===== src/rtl/gate_exerciser.sv =====
// Two-input gate exerciser: drives every (a,b) vector for several rounds,
// compares the gate output against the selected function and counts mismatches.
module gate_exerciser #(
  parameter int unsigned HOLD_CYCLES = 4,
  parameter int unsigned ROUNDS      = 4,
  parameter int unsigned CNT_W       = 8
) (
  input  logic             clk,
  input  logic             rst_n,
  input  logic             start,
  input  logic [2:0]       func,
  output logic             dut_a,
  output logic             dut_b,
  input  logic             dut_c,
  output logic             busy,
  output logic             done,
  output logic             pass,
  output logic [CNT_W-1:0] err_count
);

  typedef enum logic [1:0] {
    IDLE  = 2'd0,
    DRIVE = 2'd1,
    DONE  = 2'd2
  } state_t;

  localparam int unsigned       CTR_W      = 8;
  localparam logic [CTR_W-1:0]  HOLD_LAST  = CTR_W'(HOLD_CYCLES - 1);
  localparam logic [CTR_W-1:0]  ROUND_LAST = CTR_W'(ROUNDS - 1);
  localparam logic [CNT_W-1:0]  ERR_MAX    = '1;

  state_t           state_q, state_d;
  logic [2:0]       func_q, func_d;
  logic [1:0]       idx_q, idx_d;
  logic [CTR_W-1:0] hold_q, hold_d;
  logic [CTR_W-1:0] round_q, round_d;
  logic             a_q, a_d, b_q, b_d;
  logic             busy_q, busy_d;
  logic             done_q, done_d;
  logic             pass_q, pass_d;
  logic [CNT_W-1:0] err_q, err_d;

  logic expected_c;
  logic check_c;
  logic last_c;
  logic [1:0] idx_next_c;

  // Reference gate model for the latched function
  always_comb begin
    expected_c = a_q | b_q;
    case (func_q)
      3'b001:  expected_c = a_q & b_q;
      3'b010:  expected_c = a_q ^ b_q;
      3'b011:  expected_c = ~(a_q | b_q);
      3'b100:  expected_c = ~(a_q & b_q);
      3'b101:  expected_c = ~(a_q ^ b_q);
      default: expected_c = a_q | b_q;
    endcase
  end

  assign check_c    = (state_q == DRIVE) && (hold_q == HOLD_LAST);
  assign last_c     = check_c && (idx_q == 2'd3) && (round_q == ROUND_LAST);
  assign idx_next_c = idx_q + 2'd1;

  // Next-state and registered-output logic
  always_comb begin
    state_d = state_q;
    func_d  = func_q;
    idx_d   = idx_q;
    hold_d  = hold_q;
    round_d = round_q;
    a_d     = a_q;
    b_d     = b_q;
    busy_d  = busy_q;
    done_d  = 1'b0;
    pass_d  = pass_q;
    err_d   = err_q;

    case (state_q)
      IDLE: begin
        if (start) begin
          state_d = DRIVE;
          func_d  = func;
          err_d   = '0;
          idx_d   = 2'd0;
          hold_d  = '0;
          round_d = '0;
          a_d     = 1'b0;
          b_d     = 1'b0;
          busy_d  = 1'b1;
        end
      end
      DRIVE: begin
        if (check_c) begin
          if ((dut_c != expected_c) && (err_q != ERR_MAX)) begin
            err_d = err_q + CNT_W'(1);
          end
          hold_d = '0;
          if (last_c) begin
            state_d = DONE;
            busy_d  = 1'b0;
            done_d  = 1'b1;
            pass_d  = (err_d == '0);
            idx_d   = 2'd0;
            round_d = '0;
            a_d     = 1'b0;
            b_d     = 1'b0;
          end else begin
            // a is the low index bit so it toggles fastest: 00,10,01,11
            idx_d = idx_next_c;
            a_d   = idx_next_c[0];
            b_d   = idx_next_c[1];
            if (idx_q == 2'd3) begin
              round_d = round_q + CTR_W'(1);
            end
          end
        end else begin
          hold_d = hold_q + CTR_W'(1);
        end
      end
      DONE: begin
        state_d = IDLE;
      end
      default: begin
        state_d = IDLE;
      end
    endcase
  end

  always_ff @(posedge clk or negedge rst_n) begin
    if (!rst_n) begin
      state_q <= IDLE;
      func_q  <= 3'b000;
      idx_q   <= 2'd0;
      hold_q  <= '0;
      round_q <= '0;
      a_q     <= 1'b0;
      b_q     <= 1'b0;
      busy_q  <= 1'b0;
      done_q  <= 1'b0;
      pass_q  <= 1'b0;
      err_q   <= '0;
    end else begin
      state_q <= state_d;
      func_q  <= func_d;
      idx_q   <= idx_d;
      hold_q  <= hold_d;
      round_q <= round_d;
      a_q     <= a_d;
      b_q     <= b_d;
      busy_q  <= busy_d;
      done_q  <= done_d;
      pass_q  <= pass_d;
      err_q   <= err_d;
    end
  end

  assign dut_a     = a_q;
  assign dut_b     = b_q;
  assign busy      = busy_q;
  assign done      = done_q;
  assign pass      = pass_q;
  assign err_count = err_q;

endmodule

===== config.mk =====
export PLATFORM = sky130hd
export DESIGN_NAME = gate_exerciser
export DESIGN_NICKNAME = d
export VERILOG_FILES = /design/src/rtl/gate_exerciser.sv
export SDC_FILE = /design/constraint.sdc
export NUM_CORES = 1
export LEC_CHECK = 0
export BUFFER_PORTS_ARGS = -buffer_cell sky130_fd_sc_hd__clkbuf_2
export CAP_MARGIN = 5
export CORE_ASPECT_RATIO = 0.8
export CORE_MARGIN = 3
export CORE_UTILIZATION = 35
export CTS_BUF_LIST = sky130_fd_sc_hd__clkbuf_8
export DETAILED_ROUTE_END_ITERATION = 12
export PLACE_DENSITY = 0.58
export SYNTH_ARGS = -nofsm -noshare
export SYNTH_HDL_FRONTEND = slang
export SYNTH_SLANG_ARGS = --single-unit

===== constraint.sdc =====
create_clock -name clk -period 4.55 [get_ports clk]
set_input_delay 0.91 -clock clk [delete_from_list [all_inputs] [get_ports clk]]
set_output_delay 0.91 -clock clk [all_outputs]
set_load 0.01 [all_outputs]

==> metrics.txt <==
Layout area overhead 12.8%; final wirelength 4660 µm; kind of end point of the critical path flop; Max Root-Sink Buffers 2; sequential area share after synthesis 41.8%; largest net degree at the start of global routing 35; skew final 7.57 ps; Top FF cell, synth dfrtp_1; hold slack final 506 ps; antenna violations before repair 0; RSZ-0062 raised after global routing false; Tmin final 2440 ps; Final Hold Vio Count 0; Synth top cells by count dfrtp_1, nand2_1, nor2_1, nand3_1, o21ai_0; Antenna Nets Post-Route 0; synth warn 0; Slew Limit Fails 0; crit-path max FO 4; number of global-route vias before repair 1568; slew at the pin with the worst max-slew slack 873 ps; routed vias 1677; core footprint 5530 µm²; Via density 5.27; FMAX 409 MHz; met3 routed WL 240 µm; antenna cells 0; 1st-pass router iterations 5; CP Data Required Time 4760 ps; Final Net Count 251; relative slew slack 41.8%; I/O Buffers 19; Highest Signal Layer met4; syn_nets 229; Synth area leaders dfrtp_1, nand2_1, nand3_1; status completed; DRC viols 0; layout cells sized above 1 18.3%; Syn Area/Cell 9.38 µm²; setup TNS 0 ps; initial drt markers 126; post-synth top area share 41.8%; Cell Area, Synth 2040 µm²; Die W 91.3 µm; worst vdd ir 0.000219 V; die height 74.2 µm; ys async rst share 100%; WL/cell 14.7 µm; Setup violations, final 0; Max Cap Viol 0; most frequent cell after synthesis dfrtp_1; GRT Util Overall 14.8%; # hold bufs at CTS 0; post-cts gate resize count 0; Critical Path Source Type flop; # clock sinks 34; grt ovf 0; Synth area leader dfrtp_1; WS Path Type reg -> reg; Synth cell types 57; Post-Syn Instances 217; Met1 Wirelength 2470 µm; TritonCTS clock tree done; Worst Path Arrival 2650 ps; later-pin clock latency in the skew report 300 ps; GPL Wtd Cong 0.863; CTS root buf clkbuf_8; Leakage Power 1.03 nW; H-tree levels 2; met2 wire len 1890 µm; FF+latch count, synth 34; dpl hpwl 3350 µm; Starting Density 36.8%; clock-pin slew on the worst setup and hold paths 70 ps; std cell rows 24; Num CTS Buffers 5; power density over the cells 555 nW/µm²; number of I/O pins 20; Die Area 6770 µm²; Post-CTS Setup Inserts 0; first-pass GRT wire length 7890 µm; Hold Crit Class reg -> reg; EDFF count, synth 0; Final period util 53.7%
==> cells in the final DEF (no fill, tap or decap), types with 4 or more instances in the layout <==
cell	Yosys	layout
inv_1	10	11
nor3_1	4	4
clkbuf_2	0	19
and3_1	5	5
mux2i_1	4	4
clkbuf_8	0	6
ha_1	5	5
nand3_1	16	16
nand2_1	28	28
nor2_1	19	19
o21ai_0	16	16
a21oi_1	5	5
nand4_1	4	4
dfrtp_1	34	34
xor2_1	8	8
==> worst paths after layout <==
path	startpoint	endpoint	slack, ps	depth (start not counted)
hold / removal	pass	pass	510	2
max in group asynchronous	rst_n	hold_q[1]	3280	1
min in group asynchronous	rst_n	round_q[2]	720	1
setup reg to reg	dut_a	pass	2110	8
hold reg to reg	pass	pass	510	2
setup / recovery	dut_a	pass	2110	8
==> routing by layer <==
| layer | track usage (%) | vias up |
|---|---|---|
| met5 | 0 | - |
| met4 | 4.01 | 0 |
| met3 | 4.95 | 7 |
| met2 | 20.1 | 36 |
| met1 | 22.2 | 790 |
| li1 | - | 844 |
==> per-stage QoR <==
step           cells  power, W  cell area (µm²)  setup WS (ps)  util (%)
4_1_cts          318   0.00128             2300           2130      41.6
3_5_place_dp     310   0.00104             2210           2140      39.9
5_1_grt          318   0.00138             2300           1930      41.6
6_report         318   0.00127             2300           2110      41.6
2_1_floorplan    217  0.000894             2040           2220         -
3_3_place_gp     310   0.00104             2210           2120      39.9
==> cells by family (layout without fill, tap and decap cells) <==
family	Yosys count	after routing	synth area share, %
xor gates and xnor gates	11	11	4.73
muxes	5	5	2.52
adders and majority gates	5	5	3.07
buffers and inverters	15	38	3.32
and+or+nand+nor	99	99	25.8
DFF	34	34	41.8
AOI/OAI and AO/OA	48	48	18.8
==> worst max-delay path, cell delays in order (launching register included) <==
cell      delay [ps]
dfrtp_1          400
inv_1             70
ha_1             350
mux2i_1          230
o221ai_1         270
nor4_1           530
o211a_1          230
o22ai_1           90
o31ai_2          180
==> layout make-up <==
type,count,area (µm²)
Fill cell,581,3230
Clock buffer,6,82.6
Timing Repair Buffer,20,103
Tap cell,78,97.6
Inverter,10,37.5
Sequential cell,34,851
Clock inverter,2,8.76
Multi-Input combinational cell,168,1120
==> power by group <==
| group | internal, W | switching, W | total, W |
|---|---|---|---|
| registers | 0.000392 | 0.000126 | 0.000519 |
| logic | 0.000217 | 0.000302 | 0.000519 |
| clock network | 0.000120 | 0.000117 | 0.000237 |
==> sequential cells by signal, indices dropped and copies added (netlist names) <==
signal     flops
done           1
func_q         3
idx_q          1
pass           1
state_q        2
busy           1
hold_q         8
err_count      8
dut_a          1
round_q        8
Note: power is estimated with default switching activity, not from simulation.
